$ cat config.mk
export PLATFORM = sky130hd
export DESIGN_NAME = serial_subtractor
export DESIGN_NICKNAME = d
export VERILOG_FILES = /design/src/rtl/serial_subtractor.sv
export SDC_FILE = /design/constraint.sdc
export NUM_CORES = 1
export LEC_CHECK = 0
export ABC_AREA = 1
export CORE_UTILIZATION = 54
export DETAILED_ROUTE_END_ITERATION = 8
export PLACE_DENSITY_LB_ADDON = 0.08
export SETUP_SLACK_MARGIN = 0.02
export SYNTH_ARGS = -nofsm -noshare
export SYNTH_HDL_FRONTEND = slang
export SYNTH_SLANG_ARGS = --single-unit
$ cat constraint.sdc
create_clock -name clk -period 6.21 [get_ports clk]
set_input_delay 1.242 -clock clk [delete_from_list [all_inputs] [get_ports clk]]
set_output_delay 1.242 -clock clk [all_outputs]
set_load 0.02 [all_outputs]
$ cat src/rtl/serial_subtractor.sv
// Multi-cycle subtractor: diff = a - b - bin over WIDTH bits, BPC bits per clock, LSB chunk first.
// Define SERIAL_SUB_OVF_EN to add the registered signed-overflow output ovf.
module serial_subtractor #(
  parameter int WIDTH = 8,
  parameter int BPC   = 1
) (
  input  logic             clk,
  input  logic             rst,
  input  logic             in_valid,
  output logic             in_ready,
  input  logic [WIDTH-1:0] a,
  input  logic [WIDTH-1:0] b,
  input  logic             bin,
  output logic             out_valid,
  input  logic             out_ready,
  output logic [WIDTH-1:0] diff,
  output logic             bout,
  output logic             busy
`ifdef SERIAL_SUB_OVF_EN
  ,
  output logic             ovf
`endif
);

  localparam int S  = WIDTH / BPC;
  localparam int CW = ($clog2(S + 1) < 1) ? 1 : $clog2(S + 1);

  if ((WIDTH < 1) || (BPC < 1) || ((WIDTH % BPC) != 0)) begin : g_param_check
    $error("serial_subtractor: BPC must be >= 1 and divide WIDTH exactly");
  end

  typedef enum logic [1:0] {
    IDLE = 2'd0,
    RUN  = 2'd1,
    DONE = 2'd2
  } state_t;

  state_t          state, state_nxt;
  logic [WIDTH-1:0] a_r, b_r;
  logic            borrow;
  logic [CW-1:0]   cnt;
  logic            last_step;
  logic [BPC-1:0]  a_ch, b_ch;
  logic [BPC:0]    chunk;

  assign last_step = (cnt == CW'(S - 1));

  // State register.
  // NOTE: sequential state uses non-blocking assignments so every flop samples pre-edge values.
  always_ff @(posedge clk) begin
    if (rst) state <= IDLE;
    else     state <= state_nxt;
  end

  // NOTE: every output of this block gets a default first, so no path can infer a latch.
  always_comb begin
    state_nxt = state;
    in_ready  = 1'b0;
    out_valid = 1'b0;
    busy      = 1'b0;
    unique case (state)
      IDLE: begin
        in_ready = 1'b1;
        if (in_valid) state_nxt = RUN;
      end
      RUN: begin
        busy = 1'b1;
        if (last_step) state_nxt = DONE;
      end
      DONE: begin
        busy      = 1'b1;
        out_valid = 1'b1;
        if (out_ready) state_nxt = IDLE;
      end
      default: state_nxt = IDLE;
    endcase
  end

  // Select the current chunk with constant part-selects, one comparator per chunk index.
  always_comb begin
    a_ch = '0;
    b_ch = '0;
    for (int i = 0; i < S; i++) begin
      if (cnt == CW'(i)) begin
        a_ch = a_r[i*BPC +: BPC];
        b_ch = b_r[i*BPC +: BPC];
      end
    end
  end

  // The extra MSB of the widened difference is the chunk's borrow out.
  assign chunk = {1'b0, a_ch} - {1'b0, b_ch} - {{BPC{1'b0}}, borrow};

  always_ff @(posedge clk) begin
    if (rst) begin
      a_r    <= '0;
      b_r    <= '0;
      borrow <= 1'b0;
      cnt    <= '0;
      diff   <= '0;
      bout   <= 1'b0;
`ifdef SERIAL_SUB_OVF_EN
      ovf    <= 1'b0;
`endif
    end else begin
      unique case (state)
        IDLE: begin
          if (in_valid && in_ready) begin
            a_r    <= a;
            b_r    <= b;
            borrow <= bin;
            cnt    <= '0;
          end
        end
        RUN: begin
          for (int i = 0; i < S; i++) begin
            if (cnt == CW'(i)) diff[i*BPC +: BPC] <= chunk[BPC-1:0];
          end
          borrow <= chunk[BPC];
          cnt    <= cnt + CW'(1);
          if (last_step) begin
            bout <= chunk[BPC];
`ifdef SERIAL_SUB_OVF_EN
            // On the last step chunk[BPC-1] is the final sign bit of diff.
            ovf  <= (a_r[WIDTH-1] != b_r[WIDTH-1]) && (chunk[BPC-1] != a_r[WIDTH-1]);
`endif
          end
        end
        default: ;
      endcase
    end
  end

endmodule

Yosys cells after proc, flatten, opt, wreduce, memory -nomap -nowiden:

Index checks and enable logic that the tools add are counted.

* register bits: 32
* output and inout port bits: 12

* $add $sub $neg: 3
* equality and inequality tests: 13
* multiplexer cells: 27
* reduce and logical (&&, ||, !) cells: 16

Operators with widths (count)
* $mux W1: 20
* $reduce_and A2 Y1: 10
* $eq A4 B3 Y1 const B: 4
* $eq A4 B2 Y1 const B: 2
* $ne A2 B2 Y1 const B: 4
* $pmux W4 S2: 1
* $mux W2: 3
* $pmux W2 S3: 1
* $add A4 B1 Y4 const B: 1
* $eq A4 B1 Y1 const B: 1
* $logic_not A4 Y1: 1
* $mux W4: 1
* $reduce_and A3 Y1: 1
* $eq A2 B1 Y1 const B: 1
* $eq A2 B2 Y1 const B: 1
* $logic_not A2 Y1: 1
* $pmux W1 S2: 1
* $reduce_bool A2 Y1: 1
* $reduce_or A2 Y1: 1
* $sub A1 B1 Y2: 1
* $sub A2 B1 Y2: 1
* $logic_and A1 B1 Y1: 1

Depth between registers and ports, before layout:

* depth in word-level cells: 12
* mapped depth: 15

Least setup slack after synthesis:

Ideal clock, no wire load.

* path kind: reg2reg
* start: register cnt[1]
* end: register diff[0]
* setup time: 0.119 ns
* data arrival time: 2.001 ns
* required time: 6.091 ns
* path slack: 4.089 ns
* stages on the path, launching flop included: 16
* buffers on the path: 0
* period minus slack after synthesis: 2.121 ns
* path through: dfxtp_1 -> inv_1 -> ha_1 -> inv_1 -> nor3_1 -> nand2_1 -> nand3_1 -> nand2_1 -> nand3_1 -> nand2_1 -> nand2_1 -> nand2_1 -> fa_1 -> inv_1 -> o21ai_0 -> a21oi_1

* cells in the longest elaborated chain, start to end: 11

RTL lines
* from (decl): RTL line 41 `logic [CW-1:0] cnt;`
* from (signal assigned): RTL line 120 `cnt <= cnt + CW'(1);`
* $logic_not A4 Y1: RTL line 84, 117
* $mux W1 (8 in series): RTL line 84 `if (cnt == CW'(i)) begin`
* $sub A1 B1 Y2: RTL line 92 `assign chunk = {1'b0, a_ch} - {1'b0, b_ch} - {{BPC{1'b0}}, borrow};`
* $sub A2 B1 Y2: RTL line 92
* to (signal, indexed assignment): RTL line 117 `if (cnt == CW'(i)) diff[i*BPC +: BPC] <= chunk[BPC-1:0];`
* to (decl): RTL line 16 `output logic [WIDTH-1:0] diff,`

Several ways; a longest one is shown, not always the timed one.
A chain may end at the register's enable or synchronous reset.

Worst setup path after layout:

* start: register state[1]
* end: output busy

* cells in the longest elaborated chain, start to end: 3

RTL lines
* from (decl): RTL line 38 `state_t state, state_nxt;`
* from (signal assigned): RTL line 52 `else state <= state_nxt;`
* $eq A2 B1 Y1 or $eq A2 B2 Y1 (tied branches): RTL line 61 `unique case (state)`
* $reduce_or A2 Y1 (no source line) (*)
* $mux W1 (*): RTL line 61
* to (decl): RTL line 18 `output logic busy`

Every way passes the cells marked *; elsewhere a longest branch is shown, timed or not.

==> out/summary.txt <==
status: finished clean
crit share post-route: 0.461
min-delay src: diff[7]$_SDFFE_PP0P_
Worst Path Buf+Inv: 2
pwr dens: 365 nW/um2
CTS buffer count: 5
Initial Util: 0.568
root buffer cell: clkbuf_4
Max Fclk: 0.350 GHz
nets: 283
Post-Synthesis Cells: 221
hold path depth: 2
Cell Rows: 19
total congestion overflow: 0
I/O pin cnt: 33
Die Width: 55.6 um
DP Wirelength: 2340 um
CP Class: flop to primary output
clock latency on the worst-skew pair: 0.34 ns
clk sinks: 32
worst-margin pin slew: 0.678 ns
Hold EP: diff[7]$_SDFFE_PP0P_
reg2reg end: diff[2]$_SDFFE_PP0P_
ANT nets after route: 0
Max Root-Sink Buffers: 2
flops & latches, synth: 32
Synth Cell Area: 1550 um2
Placer Congestion: 0.812
setup violators final: 0
die area: 3090 um2
Peak VDD IR: 0.000372 V
Avg Synthesized Cell Area: 7.03 um2
Final Cell Area: 1940 um2
first-pass GRT wire length: 5740 um
Residual DRC: 0
area post-placement: 1890 um2
critical path, cell by cell: inv_1 > ha_1 > clkdlybuf4s50_1
n_diodes: 0
CTS tree: yes
CP arrival: 1.62 ns
CP endpoint kind: primary output
Critical Path Max Stage Delay: 0.59 ns
Routed WL per cell: 11.2 um
setup ws final: 3.35 ns
setup_tns: 0 ns
Critical Path Start Type: flop
Slew Limit Fails: 0
largest net degree at the start of global routing: 26
Vias/cell: 5.06
vias: 1446
endpoints failing hold: 0
sequential area share after synthesis: 0.413
initial antenna violation count: 0
CP delay by family, top: buffers and inverters
Max Fanout on Critical Path: 3
Max-cap violations: 0
clock-pin slew on the worst setup and hold paths: 0.09 ns
Distinct cells, synth: 23
cell depth of the worst flop-to-flop path: 15
gr usage total: 0.237
die height: 55.6 um
# Post-CTS Setup Buffers: 0
vias in the first global route: 1340
Leakage: 0.798 nW
Reg2Reg Setup Slack: 3.62 ns
Final min period: 2.86 ns
Post-CTS Hold Fix Bufs: 0
share of layout cells above drive strength 1: 0.0549
H-tree depth: 2
RSZ-0062 raised after global routing: false
Buffers on Ports: 32
Max-slew headroom: 0.548
Core Box Area: 2730 um2
r2r startpoint: cnt[1]$_SDFFE_PP0P_
slowest CP cell: clkdlybuf4s50_1
Placement Setup Slack: 3.36 ns
worst min path class: flop to flop
post-CTS sizing: 0
Initial DRC Count: 47
Area growth syn-to-layout: 25.2%
synth warn: 0
CP required: 4.97 ns
clock skew: 0.00954 ns
TritonRoute pass-1 iters: 4
Syn Nets: 250
DRT Wirelength: 3210 um
-- cell usage after synthesis --
master,count,share of area
dfxtp_1,32,0.41
nor2_1,39,0.094
a211oi_1,1,0.0048
inv_2,2,0.0048
clkbuf_1,3,0.0073
nand2_1,35,0.085
nor3b_1,1,0.0048
nor2_4,1,0.0073
fa_1,1,0.013
buf_2,3,0.0097
nand4_1,2,0.0081
nand3b_1,1,0.0048
inv_1,25,0.060
o21ai_0,25,0.081
nor2_2,1,0.0040
a21oi_1,19,0.061
ha_1,7,0.056
o21ai_1,1,0.0032
nand3_1,15,0.048
nand2_2,1,0.0040
or2_2,2,0.0081
o211ai_2,1,0.0081
nor3_1,3,0.0097
-- area by class of cell --
| class | count | area [um2] |
|---|---|---|
| fillers | 252 | 790 |
| multi-input cells | 156 | 785 |
| flip-flops and latches | 32 | 641 |
| repair buffers | 32 | 320 |
| inverters | 27 | 101 |
| clock buffers | 8 | 58.8 |
| well taps | 31 | 38.8 |
-- logic make-up after synthesis --
| group | after synthesis | share of synthesized area |
|---|---|---|
| adder cells (fa/ha/maj) | 8 | 0.0693 |
| AO/OA/AOI/OAI | 47 | 0.158 |
| AND/OR/NAND/NOR | 101 | 0.278 |
| flip-flops | 32 | 0.413 |
| buffers and inverters | 33 | 0.0822 |
-- cells in the final DEF, fill, tap and decap left out --
cell	n
a211oi_1	1
a21oi_1	19
clkbuf_1	2
clkbuf_4	5
clkbuf_8	1
clkdlybuf4s50_1	32
dfxtp_1	32
fa_1	1
ha_1	7
inv_1	25
inv_2	2
nand2_1	35
nand2_2	1
nand3_1	15
nand3b_1	1
nand4_1	2
nor2_1	39
nor2_2	1
nor2_4	1
nor3_1	3
nor3b_1	1
o211ai_2	1
o21ai_0	25
o21ai_1	1
or2_2	2
-- power breakdown --
group / switching (W) / internal [W] / leakage, nW
Combinational: 0.000194 / 0.000114 / 0.503
Sequential: 0.0000259 / 0.000249 / 0.262
Clock: 0.0000703 / 0.0000558 / 0.0326
Total: 0.000290 / 0.000419 / 0.798
-- worst max path at each step --
stage	from	end	slack, ns	cells after the start
after floorplan	cnt[1]$_SDFFE_PP0P_	diff[0]$_SDFFE_PP0P_	4.09	15
after global placement	rst	cnt[3]$_SDFFE_PP0P_	3.43	4
after detailed placement	in_valid	cnt[3]$_SDFFE_PP0P_	3.36	7
after CTS	state[1]$_SDFFE_PP0P_	busy	3.34	3
after global routing	state[1]$_SDFFE_PP0P_	in_ready	3.26	3
final	state[1]$_SDFFE_PP0P_	busy	3.35	3
-- worst reg2reg max path: stages, from the launching register on --
cell and delay [ns]:
dfxtp_1 0.36, inv_1 0.11, ha_1 0.23, inv_1 0.10, nor3_1 0.35, nand2_1 0.10
nand3_1 0.09, nand2_1 0.06, nand3_1 0.06, nand2_1 0.05, nand2_1 0.05, nand2_1 0.05
fa_1 0.42, inv_1 0.19, o21ai_0 0.14, a21oi_1 0.17
-- per-stage QoR --
stage	total power, W	util	cells	hold WS, ns
global placement	0.000579	0.690	278	0.436
CTS	0.000710	0.711	286	0.449
detailed placement	0.000586	0.690	278	0.435
global route	0.000765	0.711	286	0.477
finish	0.000709	0.711	286	0.448
floorplan	0.000499	-	221	0.446
-- registers in the layout, summed over array words and instances (netlist names) --
name	cells
borrow	1
b_r	8
diff	8
bout	1
state	2
cnt	4
a_r	8
-- routing by layer --
metal / part of all wire / track usage / vias up
met5: 0 / 0 / -
met4: 0.015 / 0.0750 / 0
met3: 0.042 / 0.0767 / 6
met2: 0.46 / 0.394 / 33
met1: 0.48 / 0.292 / 627
li1: - / - / 780
Note: power is estimated with default switching activity, not from simulation.
